File: src/rtl/button_event_if.sv
// Debounced button level in, decoded single-cycle button events out.
// The decoder takes the slave view; the producer/observer of db takes the master view.
interface button_event_if;
  logic db;
  logic rise_tick;
  logic fall_tick;
  logic short_press;
  logic long_press;
  logic double_press;
  logic repeat_tick;
  logic long_active;

  modport master (
    output db,
    input  rise_tick, fall_tick, short_press, long_press,
           double_press, repeat_tick, long_active
  );

  modport slave (
    input  db,
    output rise_tick, fall_tick, short_press, long_press,
           double_press, repeat_tick, long_active
  );
endinterface

File: src/rtl/button_event_decoder.sv
// Classifies a debounced button level into edge, short/long/double press and
// auto-repeat pulses, timed by a private free-running 1 ms prescaler.
module button_event_decoder #(
  parameter int TICK_DIV  = 100_000,
  parameter int LONG_MS   = 1000,
  parameter int DBL_MS    = 300,
  parameter int REPEAT_MS = 200
) (
  input  logic         clk,
  input  logic         reset,
  button_event_if.slave bus
);

  localparam int MAX_AB = (LONG_MS > DBL_MS) ? LONG_MS : DBL_MS;
  localparam int MAX_MS = (MAX_AB > REPEAT_MS) ? MAX_AB : REPEAT_MS;
  localparam int CNT_W  = $clog2(MAX_MS) + 1;
  localparam int PRE_W  = (TICK_DIV > 1) ? $clog2(TICK_DIV) : 1;

  localparam logic [PRE_W-1:0] PRE_LAST  = PRE_W'(TICK_DIV - 1);
  localparam logic [CNT_W-1:0] LONG_LAST = CNT_W'(LONG_MS - 1);
  localparam logic [CNT_W-1:0] DBL_LAST  = CNT_W'(DBL_MS - 1);
  localparam logic [CNT_W-1:0] REP_LAST  = CNT_W'(REPEAT_MS - 1);

  typedef enum logic [2:0] {IDLE, PRESS1, LONG_HELD, GAP, PRESS2} state_t;

  state_t           state_q, state_d;
  logic [PRE_W-1:0] presc_q, presc_d;
  logic [CNT_W-1:0] ms_cnt_q, ms_cnt_d;
  logic             db_q, db_d;
  logic             rise_tick_q, rise_tick_d;
  logic             fall_tick_q, fall_tick_d;
  logic             short_press_q, short_press_d;
  logic             long_press_q, long_press_d;
  logic             double_press_q, double_press_d;
  logic             repeat_tick_q, repeat_tick_d;
  logic             long_active_q, long_active_d;

  logic rise, fall, ms_tick, cnt_clr;

  always_comb begin
    rise    = bus.db & ~db_q;
    fall    = ~bus.db & db_q;
    ms_tick = (presc_q == PRE_LAST);
    presc_d = ms_tick ? '0 : presc_q + PRE_W'(1);
    db_d    = bus.db;

    state_d        = state_q;
    short_press_d  = 1'b0;
    long_press_d   = 1'b0;
    double_press_d = 1'b0;
    repeat_tick_d  = 1'b0;
    cnt_clr        = 1'b0;

    // Release/second-press edges are checked first so they win over timeouts.
    case (state_q)
      IDLE: begin
        if (rise) state_d = PRESS1;
      end
      PRESS1: begin
        if (fall) begin
          state_d = GAP;
        end else if (ms_tick && ms_cnt_q == LONG_LAST) begin
          state_d      = LONG_HELD;
          long_press_d = 1'b1;
        end
      end
      LONG_HELD: begin
        if (fall) begin
          state_d = IDLE;
        end else if (ms_tick && ms_cnt_q == REP_LAST) begin
          repeat_tick_d = 1'b1;
          cnt_clr       = 1'b1;
        end
      end
      GAP: begin
        if (rise) begin
          state_d        = PRESS2;
          double_press_d = 1'b1;
        end else if (ms_tick && ms_cnt_q == DBL_LAST) begin
          state_d       = IDLE;
          short_press_d = 1'b1;
        end
      end
      PRESS2: begin
        if (fall) state_d = IDLE;
      end
      default: state_d = IDLE;
    endcase

    if (state_d != state_q || cnt_clr) begin
      ms_cnt_d = '0;
    end else if (ms_tick && ms_cnt_q != '1) begin
      ms_cnt_d = ms_cnt_q + CNT_W'(1);
    end else begin
      ms_cnt_d = ms_cnt_q;
    end

    rise_tick_d   = rise;
    fall_tick_d   = fall;
    long_active_d = (state_d == LONG_HELD);
  end

  // db_q resets high so a button held through reset never reports a rise.
  always_ff @(posedge clk) begin
    if (!reset) begin
      state_q        <= IDLE;
      presc_q        <= '0;
      ms_cnt_q       <= '0;
      db_q           <= 1'b1;
      rise_tick_q    <= 1'b0;
      fall_tick_q    <= 1'b0;
      short_press_q  <= 1'b0;
      long_press_q   <= 1'b0;
      double_press_q <= 1'b0;
      repeat_tick_q  <= 1'b0;
      long_active_q  <= 1'b0;
    end else begin
      state_q        <= state_d;
      presc_q        <= presc_d;
      ms_cnt_q       <= ms_cnt_d;
      db_q           <= db_d;
      rise_tick_q    <= rise_tick_d;
      fall_tick_q    <= fall_tick_d;
      short_press_q  <= short_press_d;
      long_press_q   <= long_press_d;
      double_press_q <= double_press_d;
      repeat_tick_q  <= repeat_tick_d;
      long_active_q  <= long_active_d;
    end
  end

  assign bus.rise_tick    = rise_tick_q;
  assign bus.fall_tick    = fall_tick_q;
  assign bus.short_press  = short_press_q;
  assign bus.long_press   = long_press_q;
  assign bus.double_press = double_press_q;
  assign bus.repeat_tick  = repeat_tick_q;
  assign bus.long_active  = long_active_q;

endmodule

File: src/flat_wrapper.sv
// flat-port wrapper written by rule: the top's interface ports become plain ports
module button_event_decoder_flat 
#(
  parameter int TICK_DIV  = 100_000,
  parameter int LONG_MS   = 1000,
  parameter int DBL_MS    = 300,
  parameter int REPEAT_MS = 200
)
  (clk, reset, bus_db, bus_rise_tick, bus_fall_tick, bus_short_press, bus_long_press, bus_double_press, bus_repeat_tick, bus_long_active);
  button_event_if bus_i ();
  input  logic clk;
  input  logic reset;
  input wire logic [$bits(bus_i.db)-1:0] bus_db;
  output wire logic [$bits(bus_i.rise_tick)-1:0] bus_rise_tick;
  output wire logic [$bits(bus_i.fall_tick)-1:0] bus_fall_tick;
  output wire logic [$bits(bus_i.short_press)-1:0] bus_short_press;
  output wire logic [$bits(bus_i.long_press)-1:0] bus_long_press;
  output wire logic [$bits(bus_i.double_press)-1:0] bus_double_press;
  output wire logic [$bits(bus_i.repeat_tick)-1:0] bus_repeat_tick;
  output wire logic [$bits(bus_i.long_active)-1:0] bus_long_active;
  assign bus_i.db = bus_db;
  assign bus_rise_tick = bus_i.rise_tick;
  assign bus_fall_tick = bus_i.fall_tick;
  assign bus_short_press = bus_i.short_press;
  assign bus_long_press = bus_i.long_press;
  assign bus_double_press = bus_i.double_press;
  assign bus_repeat_tick = bus_i.repeat_tick;
  assign bus_long_active = bus_i.long_active;
  button_event_decoder #(.TICK_DIV(TICK_DIV), .LONG_MS(LONG_MS), .DBL_MS(DBL_MS), .REPEAT_MS(REPEAT_MS)) u_core (.clk(clk), .reset(reset), .bus(bus_i));
endmodule
File: config.mk
export PLATFORM = sky130hd
export DESIGN_NAME = button_event_decoder_flat
export DESIGN_NICKNAME = d
export VERILOG_FILES = /design/src/rtl/button_event_if.sv /design/src/rtl/button_event_decoder.sv /design/src/flat_wrapper.sv
export SDC_FILE = /design/constraint.sdc
export NUM_CORES = 1
export LEC_CHECK = 0
export CORE_MARGIN = 5
export CORE_UTILIZATION = 53
export CTS_CLUSTER_SIZE = 25
export DETAILED_ROUTE_END_ITERATION = 10
export PLACE_DENSITY = 0.82
export SLEW_MARGIN = 30
export SYNTH_ARGS = -nofsm -noshare
export SYNTH_HDL_FRONTEND = slang
export SYNTH_SLANG_ARGS = --single-unit
File: constraint.sdc
create_clock -name clk -period 2.12 [get_ports clk]
set_input_delay 0.318 -clock clk [delete_from_list [all_inputs] [get_ports clk]]
set_output_delay 0.318 -clock clk [all_outputs]
set_load 0.005 [all_outputs]
==> summary.md <==
| Metric | Value |
|---|---|
| Pre-CTS setup slack | `0.0468 ns` |
| Yosys reg bits | `39` |
| Die Area | `4910 um2` |
| Commonest non-fill, non-tap cells in the layout | `dfxtp_1, nor2_1, nand2_1` |
| Leakage | `0.737 nW` |
| Drt drc | `0` |
| Netlist Area Pre-Place | `1910 um2` |
| Slew margin rel. | `62.7%` |
| Final Wtd Congestion | `0.825` |
| Clock Latency Late Sink | `0.35 ns` |
| Die Width | `70.0 um` |
| Hold Path Class | `register to register` |
| Syn_nets | `228` |
| Clock Tree Root | `clkbuf_4` |
| EDFF count, synth | `0` |
| Die H | `70.0 um` |
| HPWL Detailed | `2.76 mm` |
| Part of the cycle the worst path needs | `96.7%` |
| Clk_skew | `0.00695 ns` |
| Overall Power | `1.34 mW` |
| Share of cells above drive strength 1 | `14.6%` |
| Post-Synth Simple-Gate Area | `35.4%` |
| Pin slew with the least headroom to its limit | `0.558 ns` |
| Area delta synth->final | `16.4%` |
| Routed WL | `3.85 mm` |
| Post-Synth XOR/XNOR Area | `8.25%` |
| IO buf count | `9` |
| Synth cell types | `45` |
| Post-DR wirelength/cell | `13.1 um` |
| CP Cell Sequence | `or4b_4 -> nor4_4 -> buf_6 -> nand3_4 -> or4_4 -> a21oi_2` |
| Filler cells | `288` |
| Clk buf depth | `2` |
| GR Overflow Total | `0` |
| H-tree depth | `2` |
| Worst vdd ir | `0.000412 V` |
| Final Hold Viols | `0` |
| Crit. End Element | `register` |
| Vias per cell | `5.65` |
| Startpoint Class | `register` |
| Largest net degree at the start of global routing | `18` |
| WP data arrival | `2.35 ns` |
| Area of the multi-input gates | `1090 um2` |
| Worst hold margin | `0.537 ns` |
| I/O Pins | `10` |
| Slowest cell on crit path | `or4b_4` |
| Mux share of post-synthesis cell area | `0%` |
| Cells after synthesis | `223` |
| Outcome | `completed` |
| Crit-path max FO | `8` |
| Initial core utilization | `55.9%` |
| CP peak stage delay | `0.55 ns` |
| First-pass GRT wire length | `6.73 mm` |
| Starting DRT DRC Count | `113` |
| Row count | `21` |
| Nets | `251` |
| First drt pass iteration count | `4` |
| Commonest non-fill, non-tap cell in the layout | `dfxtp_1` |
| Setup tns final | `0 ns` |
| Delay-heaviest family, CP | `simple AND/OR/NAND/NOR gates` |
| Setup-failing EPs final | `0` |
| Unrepaired setup endpoints after global routing | `false` |
| Max Clock Freq | `488 MHz` |
| Max cap viols | `0` |
| Synth Area in Compound Gates | `11.5%` |
| Async S/R FF share, synth | `0%` |
| Syn avg cell area | `8.57 um2` |
| Sinks on Clock Net | `39` |
| Worst setup margin | `0.0692 ns` |
| Vias | `1654` |
| TritonCTS Buffers | `5` |
| Total GRT Usage | `16.7%` |
| CP bufs+invs | `1` |
| Post-CTS setup buffers | `0` |
| Main synth FF type | `dfxtp_1` |
| Synth Area in Adders | `1.31%` |
| Register Area | `782 um2` |
| CP required | `2.42 ns` |
| Crit Path Category | `register to register` |
| TritonCTS clock tree | `yes` |
| Core area | `3420 um2` |
| Seq/Total Area, Yosys | `40.9%` |
| Final core area utilization | `65.1%` |
| Clock Pin Slew Worst Setup and Hold Paths | `0.11 ns` |
| Hold-fix buffers, CTS | `0` |
| Main combinational cell family by area after synthesis | `simple AND/OR/NAND/NOR gates` |
| Vias in the first global route | `1558` |
| Syn. warnings | `0` |
| Post-layout min period | `2.05 ns` |
| Slew Limit Fails | `0` |
| Ant diodes | `0` |
| Cell Pwr Density | `601 nW/um2` |
| Initial antenna violation count | `0` |
| DRT antenna net count | `0` |
-- final cells by class --
cell class | count | share of cell area [%]
multi-input cells | 172 | 49.0
well taps | 46 | 2.59
repair buffers | 25 | 9.62
inverters | 3 | 0.506
flip-flops and latches | 39 | 35.2
clock buffers | 8 | 3.10
-- layer usage --
layer,track usage [%],vias up,part of all wire [%]
met5,0,-,0
met4,8.30,0,1.6
met3,3.44,7,4.8
met2,27.5,33,48
met1,20.6,768,46
li1,-,846,-
-- worst paths after layout --
path / slack [ns] / to / from / cells after the start
hold reg to reg: 0.54 / u_core.presc_q[0]$_SDFF_PP0_ / u_core.presc_q[0]$_SDFF_PP0_ / 2
hold / removal: 0.54 / u_core.presc_q[0]$_SDFF_PP0_ / u_core.presc_q[0]$_SDFF_PP0_ / 2
setup / recovery: 0.07 / u_core.ms_cnt_q[7]$_SDFFE_PP0P_ / u_core.presc_q[13]$_SDFF_PP0_ / 6
setup reg to reg: 0.07 / u_core.ms_cnt_q[7]$_SDFFE_PP0P_ / u_core.presc_q[13]$_SDFF_PP0_ / 6
-- worst min-delay path, delay by kind of cell, from the launching register on --
family	cells	cell delay [ns]
flops	1	0.35
buf+inv	1	0.12
simple gates	1	0.04
-- cells in the mapped netlist (3+ instances only) --
master / count / share of area, %
a21oi_1: 9 / 2.4
a31oi_1: 5 / 1.6
and3_1: 4 / 1.3
clkbuf_1: 6 / 1.2
dfxtp_1: 39 / 41
inv_1: 3 / 0.59
nand2_1: 16 / 3.1
nand2b_1: 3 / 0.98
nand3_1: 14 / 3.7
nand4_1: 8 / 2.6
nor2_1: 34 / 6.7
nor2b_1: 5 / 1.6
nor3_1: 7 / 1.8
o21ai_0: 6 / 1.6
o31ai_1: 5 / 2.0
or3_1: 3 / 0.98
or4_1: 3 / 1.2
xnor2_1: 9 / 4.1
xor2_1: 9 / 4.1
-- logic make-up (layout without fill, tap and decap cells) --
family                     count (synthesis)  in the layout
adders and majority gates                  2              2
DFF                                       39             39
AOI/OAI and AO/OA                         34             34
and+or+nand+nor                          118            118
xor gates and xnor gates                  18             18
buffers and inverters                     12             36
-- sequential cells by signal, indices dropped and copies added, names as in the netlist --
name / cells
u_core.state_q: 3
u_core.bus.double_press: 1
u_core.ms_cnt_q: 11
u_core.bus.fall_tick: 1
u_core.presc_q: 17
u_core.bus.repeat_tick: 1
u_core.bus.long_active: 1
u_core.bus.long_press: 1
u_core.db_q: 1
u_core.bus.rise_tick: 1
u_core.bus.short_press: 1
-- metrics by stage --
stage	std cells	cell area (um2)
2_1_floorplan	223	1910
3_3_place_gp	285	2140
4_1_cts	293	2210
5_1_grt	293	2220
3_5_place_dp	285	2140
6_report	293	2220
-- where the power goes --
group	internal (mW)	switching (mW)
Sequential	0.748	0.0119
Combinational	0.0631	0.0758
Clock	0.195	0.242
-- repair_timing --
| action | 4_1_cts | 5_1_grt |
|---|---|---|
| endpoints found under the setup margin | 0 | 3 |
| hold endpoints to repair | 0 | 0 |
| resized for setup | 0 | 4 |
(Power assumes the default switching activity.)
